### src/rtl/amm_master_ctrl.sv
// rtl/amm_master_ctrl.sv - Avalon-MM initiator: single-beat commands to pipelined read/write transfers.
// Optional watchdog abort is enabled by defining AMM_TIMEOUT_EN.
module amm_master_ctrl #(
  parameter int ADDR_WIDTH     = 2,
  parameter int DATA_WIDTH     = 32,
  parameter int MAX_PENDING    = 4,
  parameter int TIMEOUT_CYCLES = 256
) (
  input  logic                  clk,
  input  logic                  reset,
  input  logic                  cmd_valid,
  output logic                  cmd_ready,
  input  logic                  cmd_write,
  input  logic [ADDR_WIDTH-1:0] cmd_address,
  input  logic [DATA_WIDTH-1:0] cmd_writedata,
  output logic                  rsp_valid,
  output logic [DATA_WIDTH-1:0] rsp_readdata,
  output logic                  rsp_error,
  output logic                  err_spurious,
  output logic                  busy,
  output logic [ADDR_WIDTH-1:0] avm_address,
  output logic                  avm_read,
  output logic                  avm_write,
  output logic [DATA_WIDTH-1:0] avm_writedata,
  input  logic [DATA_WIDTH-1:0] avm_readdata,
  input  logic                  avm_readdatavalid,
  input  logic                  avm_waitrequest
);

  localparam int PW = $clog2(MAX_PENDING + 1);
  localparam logic [PW-1:0] PMAX = PW'(MAX_PENDING);

  if (MAX_PENDING < 1 || TIMEOUT_CYCLES < 1) begin : g_param_check
    $error("amm_master_ctrl: MAX_PENDING and TIMEOUT_CYCLES must be >= 1");
  end

  typedef enum logic {
    S_IDLE  = 1'b0,
    S_ISSUE = 1'b1
  } state_t;

  state_t                r_state;
  state_t                w_state_next;
  logic [PW-1:0]         r_pending;
  logic                  r_read;
  logic                  r_write;
  logic [ADDR_WIDTH-1:0] r_addr;
  logic [DATA_WIDTH-1:0] r_wdata;
  logic                  r_rsp_valid;
  logic [DATA_WIDTH-1:0] r_rsp_data;
  logic                  r_err_spurious;

  logic w_cmd_fire;
  logic w_xfer_acc;
  logic w_rd_acc;
  logic w_rdv_ok;
  logic w_rdv_bad;
  logic w_timeout;

  // Gating with reset keeps cmd_ready at 0 for the whole reset window.
  assign cmd_ready  = ~reset & (r_state == S_IDLE) & (r_pending < PMAX);
  assign w_cmd_fire = cmd_valid & cmd_ready;
  assign w_xfer_acc = (r_state == S_ISSUE) & ~avm_waitrequest;
  assign w_rd_acc   = w_xfer_acc & r_read;
  assign w_rdv_ok   = avm_readdatavalid & (r_pending != '0);
  assign w_rdv_bad  = avm_readdatavalid & (r_pending == '0);

  always_ff @(posedge clk or posedge reset) begin
    if (reset) begin
      r_state <= S_IDLE;
    end else begin
      r_state <= w_state_next;
    end
  end

  always_comb begin
    w_state_next = r_state;
    case (r_state)
      S_IDLE: begin
        if (w_cmd_fire) w_state_next = S_ISSUE;
      end
      S_ISSUE: begin
        if (w_xfer_acc || w_timeout) w_state_next = S_IDLE;
      end
      default: w_state_next = S_IDLE;
    endcase
  end

  always_ff @(posedge clk or posedge reset) begin
    if (reset) begin
      r_read  <= 1'b0;
      r_write <= 1'b0;
      r_addr  <= '0;
      r_wdata <= '0;
    end else if (w_timeout) begin
      r_read  <= 1'b0;
      r_write <= 1'b0;
    end else if (w_cmd_fire) begin
      r_addr  <= cmd_address;
      r_wdata <= cmd_writedata;
      r_read  <= ~cmd_write;
      r_write <= cmd_write;
    end else if (w_xfer_acc) begin
      r_read  <= 1'b0;
      r_write <= 1'b0;
    end
  end

  // Accept and return in the same cycle cancel out; saturation guard keeps the counter from wrapping.
  always_ff @(posedge clk or posedge reset) begin
    if (reset) begin
      r_pending <= '0;
    end else if (w_timeout) begin
      r_pending <= '0;
    end else begin
      case ({w_rd_acc && (r_pending != PMAX), w_rdv_ok})
        2'b10:   r_pending <= r_pending + PW'(1);
        2'b01:   r_pending <= r_pending - PW'(1);
        default: r_pending <= r_pending;
      endcase
    end
  end

  always_ff @(posedge clk or posedge reset) begin
    if (reset) begin
      r_rsp_valid    <= 1'b0;
      r_rsp_data     <= '0;
      r_err_spurious <= 1'b0;
    end else begin
      r_rsp_valid    <= w_rdv_ok;
      r_err_spurious <= r_err_spurious | w_rdv_bad;
      if (w_rdv_ok) r_rsp_data <= avm_readdata;
    end
  end

`ifdef AMM_TIMEOUT_EN
  localparam int WW = $clog2(TIMEOUT_CYCLES + 1);
  logic [WW-1:0] r_wd;
  logic          r_rsp_error;
  logic          w_wd_run;
  logic          w_wd_clear;

  assign w_wd_run   = (r_state == S_ISSUE) | (r_pending != '0);
  assign w_wd_clear = w_xfer_acc | avm_readdatavalid;
  assign w_timeout  = w_wd_run & ~w_wd_clear & (r_wd == WW'(TIMEOUT_CYCLES - 1));

  always_ff @(posedge clk or posedge reset) begin
    if (reset) begin
      r_wd        <= '0;
      r_rsp_error <= 1'b0;
    end else begin
      r_rsp_error <= w_timeout;
      if (w_wd_clear || w_timeout || !w_wd_run) r_wd <= '0;
      else r_wd <= r_wd + WW'(1);
    end
  end

  assign rsp_error = r_rsp_error;
`else
  assign w_timeout = 1'b0;
  assign rsp_error = 1'b0;
`endif

  assign busy          = (r_state != S_IDLE) | (r_pending != '0);
  assign avm_address   = r_addr;
  assign avm_read      = r_read;
  assign avm_write     = r_write;
  assign avm_writedata = r_wdata;
  assign rsp_valid     = r_rsp_valid;
  assign rsp_readdata  = r_rsp_data;
  assign err_spurious  = r_err_spurious;

endmodule
### config.mk
export PLATFORM = sky130hd
export DESIGN_NAME = amm_master_ctrl
export DESIGN_NICKNAME = d
export VERILOG_FILES = /design/src/rtl/amm_master_ctrl.sv
export SDC_FILE = /design/constraint.sdc
export NUM_CORES = 1
export LEC_CHECK = 0
export BUFFER_PORTS_ARGS = -buffer_cell sky130_fd_sc_hd__buf_2
export CORE_UTILIZATION = 45
export DETAILED_ROUTE_END_ITERATION = 6
export PLACE_DENSITY = 0.78
export SKIP_CTS_REPAIR_TIMING = 1
export SYNTH_ARGS = -nofsm -noshare
export SYNTH_HDL_FRONTEND = slang
export SYNTH_SLANG_ARGS = --single-unit
### constraint.sdc
create_clock -name clk -period 4.2 [get_ports clk]
set_clock_uncertainty 0.05 [all_clocks]
set_input_delay 0.21 -clock clk [delete_from_list [all_inputs] [get_ports clk]]
set_output_delay 0.21 -clock clk [all_outputs]
set_load 0.03 [all_outputs]
==> metrics.yaml <==
p_switching_mw: 1.35
setup_ws_ns: 1.67
rows: 29
yosysWarnings: 0
status: "finished clean"
ctsRootBufferMaster: "clkbuf_8"
fin_crit_ns: 2.53
h-tree-depth: 3
vias: 1938
path_class: "register to register"
ys_seq_area_share_pct: 62.0
final.setup.tns_ns: 0
grt_usage_pct: 17.5
syn_nets: 254
die_h_um: 83.5
power_frac_comb_pct: 46.6
dp_hpwl_um: 4160
grt_pass1_wl_um: 9360
ir_worst_vdd_v: 0.000395
drv_cap: 0
final_net_count: 402
r2r_cells: 8
grt_start_max_net_pins: 49
p_int_mw: 1.87
dr.pass1.iters: 3
path_clk_slew_ns: 0.07
gp_congestion: 0.770
p_clk_share_pct: 16.6
avgViaCountPerCell: 4.74
worstPathRequired_ns: 4.39
grt_pass1_vias: 1940
crit_start: "r_pending[2]"
pre_cts_ws_ns: 1.64
setup_violations: 0
startpoint_type: "register"
multi_input_area_um2: 1040
grt_antenna_before_repair: 0
fin_crit_sh_pct: 60.2
endpoint: "r_pending[1]"
slew_headroom_pct: 36.3
rsz0062_at_grt: "false"
clk-insertion-delay-late_ns: 0.33
synthCells: 180
cts.sinks: 74
initial_core_util_pct: 46.8
powerDensity_nw_per_um2: 817
portBuffers: 143
cts_buffer_depth: 2
reg2reg_slack_ns: 1.67
die_area_um2: 6970
synth_seq_cells: 74
worstPathMaxFanout: 33
avgSynthCellArea_um2: 16.6
r2r-start: "r_pending[2]"
regArea_um2: 1850
hold_viol: 0
antenna_left: 0
wl_per_cell_um: 14.0
power.leakage_nw: 2.04
grt_overflow: 0
hold_path.class: "input port to register"
yosysUniqueCellTypes: 22
die_w_um: 83.5
r2r-end: "r_pending[1]"
wl_um: 5740
slew_viol_final: 0
seqPwrFrac_pct: 36.8
drc: 0
drt-initial-drc-count: 33
io_pins: 145
worst_pin_slew_ns: 0.955
nFillCells: 530
n_antenna_cell: 0
hold_ws_ns: 0.0134
crit_path_end_kind: "register"
swShare_pct: 41.9
coreArea_um2: 6390
hp-start: "cmd_write"
min_path_cells: 2
fmax_mhz: 395
cts_made_buffers: 9
cts_tree: "done"
syn_area_um2: 2990
area_growth_pct: 31.8
crit_arrival_ns: 2.72
drive_gt1_share_pct: 64.5
[power by group through the flow]
stage	Clock, mW	Combinational, mW	Sequential (mW)
floorplan	0	0.513	1.78
global placement	0	1.48	1.18
detailed placement	0	1.51	1.20
CTS	0.548	1.52	1.19
global route	0.579	1.58	1.23
finish	0.534	1.50	1.18
[logic make-up after synthesis]
family	synth area share (%)
buffers and inverters	3.68
adders and majority gates	1.09
and+or+nand+nor	2.26
xor gates and xnor gates	0.880
AOI/OAI and AO/OA	1.13
other	0.126
DFF	62.0
muxes	28.9
[cells in the mapped netlist, drive strengths merged]
master / number / area share (%)
ha: 1 / 0.42
nor3: 2 / 0.34
nor2: 3 / 0.38
a21o: 2 / 0.50
xnor2: 1 / 0.29
a211o: 1 / 0.29
xor2: 2 / 0.59
o21ai: 2 / 0.34
fa: 1 / 0.67
nor4b: 1 / 0.50
nand2b: 2 / 0.42
mux2: 66 / 29
dfrtp: 74 / 62
conb: 1 / 0.13
mux2i: 1 / 0.34
nand2: 5 / 0.63
buf: 9 / 2.9
inv: 6 / 0.75
[layer usage]
metal / vias to the layer above / GRT usage (%) / wire length [um]
li1: 912 / - / -
met1: 942 / 20.9 / 2460
met2: 74 / 28.7 / 2800
met3: 10 / 4.85 / 355
met4: 0 / 9.55 / 124
met5: - / 0 / 0
[worst max-delay path, cell delays in order, from the launching register on]
cell and delay (ns):
dfrtp_1 0.47, nor3_1 0.26, nand2b_2 0.15, buf_4 0.45
inv_1 0.12, ha_1 0.25, inv_1 0.08, fa_1 0.41
o21ai_0 0.18
[through the flow]
step | power [mW] | util (%) | std cells | cell area [um^2]
after floorplan | 2.29 | - | 180 | 2990
after global placement | 2.66 | 58.7 | 394 | 3750
after detailed placement | 2.71 | 58.7 | 394 | 3750
after CTS | 3.25 | 61.7 | 409 | 3940
after global routing | 3.39 | 61.7 | 409 | 3940
final | 3.22 | 61.7 | 409 | 3940
[flip-flops by register name, summed over array words and instances (netlist names)]
register       count
avm_writedata     32
rsp_readdata      32
r_pending          3
avm_address        2
avm_read           1
avm_write          1
err_spurious       1
r_state            1
rsp_valid          1
[worst min-delay path by stage]
stage,endpoint,slack (ns)
global route,avm_writedata[17],0.01
finish,avm_read,0.01
CTS,avm_read,-0.004
floorplan,avm_read,0.25
detailed placement,avm_read,0.36
global placement,avm_read,0.35
[area by class of cell]
type                            count  share of cell area (%)
Tap cell                           77                    2.45
Timing Repair Buffer              146                    18.7
Inverter                            6                   0.572
Sequential cell                    74                    47.0
Clock buffer                       10                    3.49
Clock inverter                      5                    1.40
Multi-Input combinational cell     91                    26.3
[placed cells by master (no fill, tap or decap), types with 2 or more instances in the layout]
master      instances
a21o_1              2
buf_2             143
buf_4               3
clkbuf_8           10
clkinv_2            2
clkinvlp_4          2
dfrtp_1            74
inv_1               5
mux2_1             16
mux2_2             21
mux2_4             29
nand2_1             5
nor2_1              3
nor3_1              2
o21ai_0             2
xor2_1              2
Power figures use the tool's default switching activity.
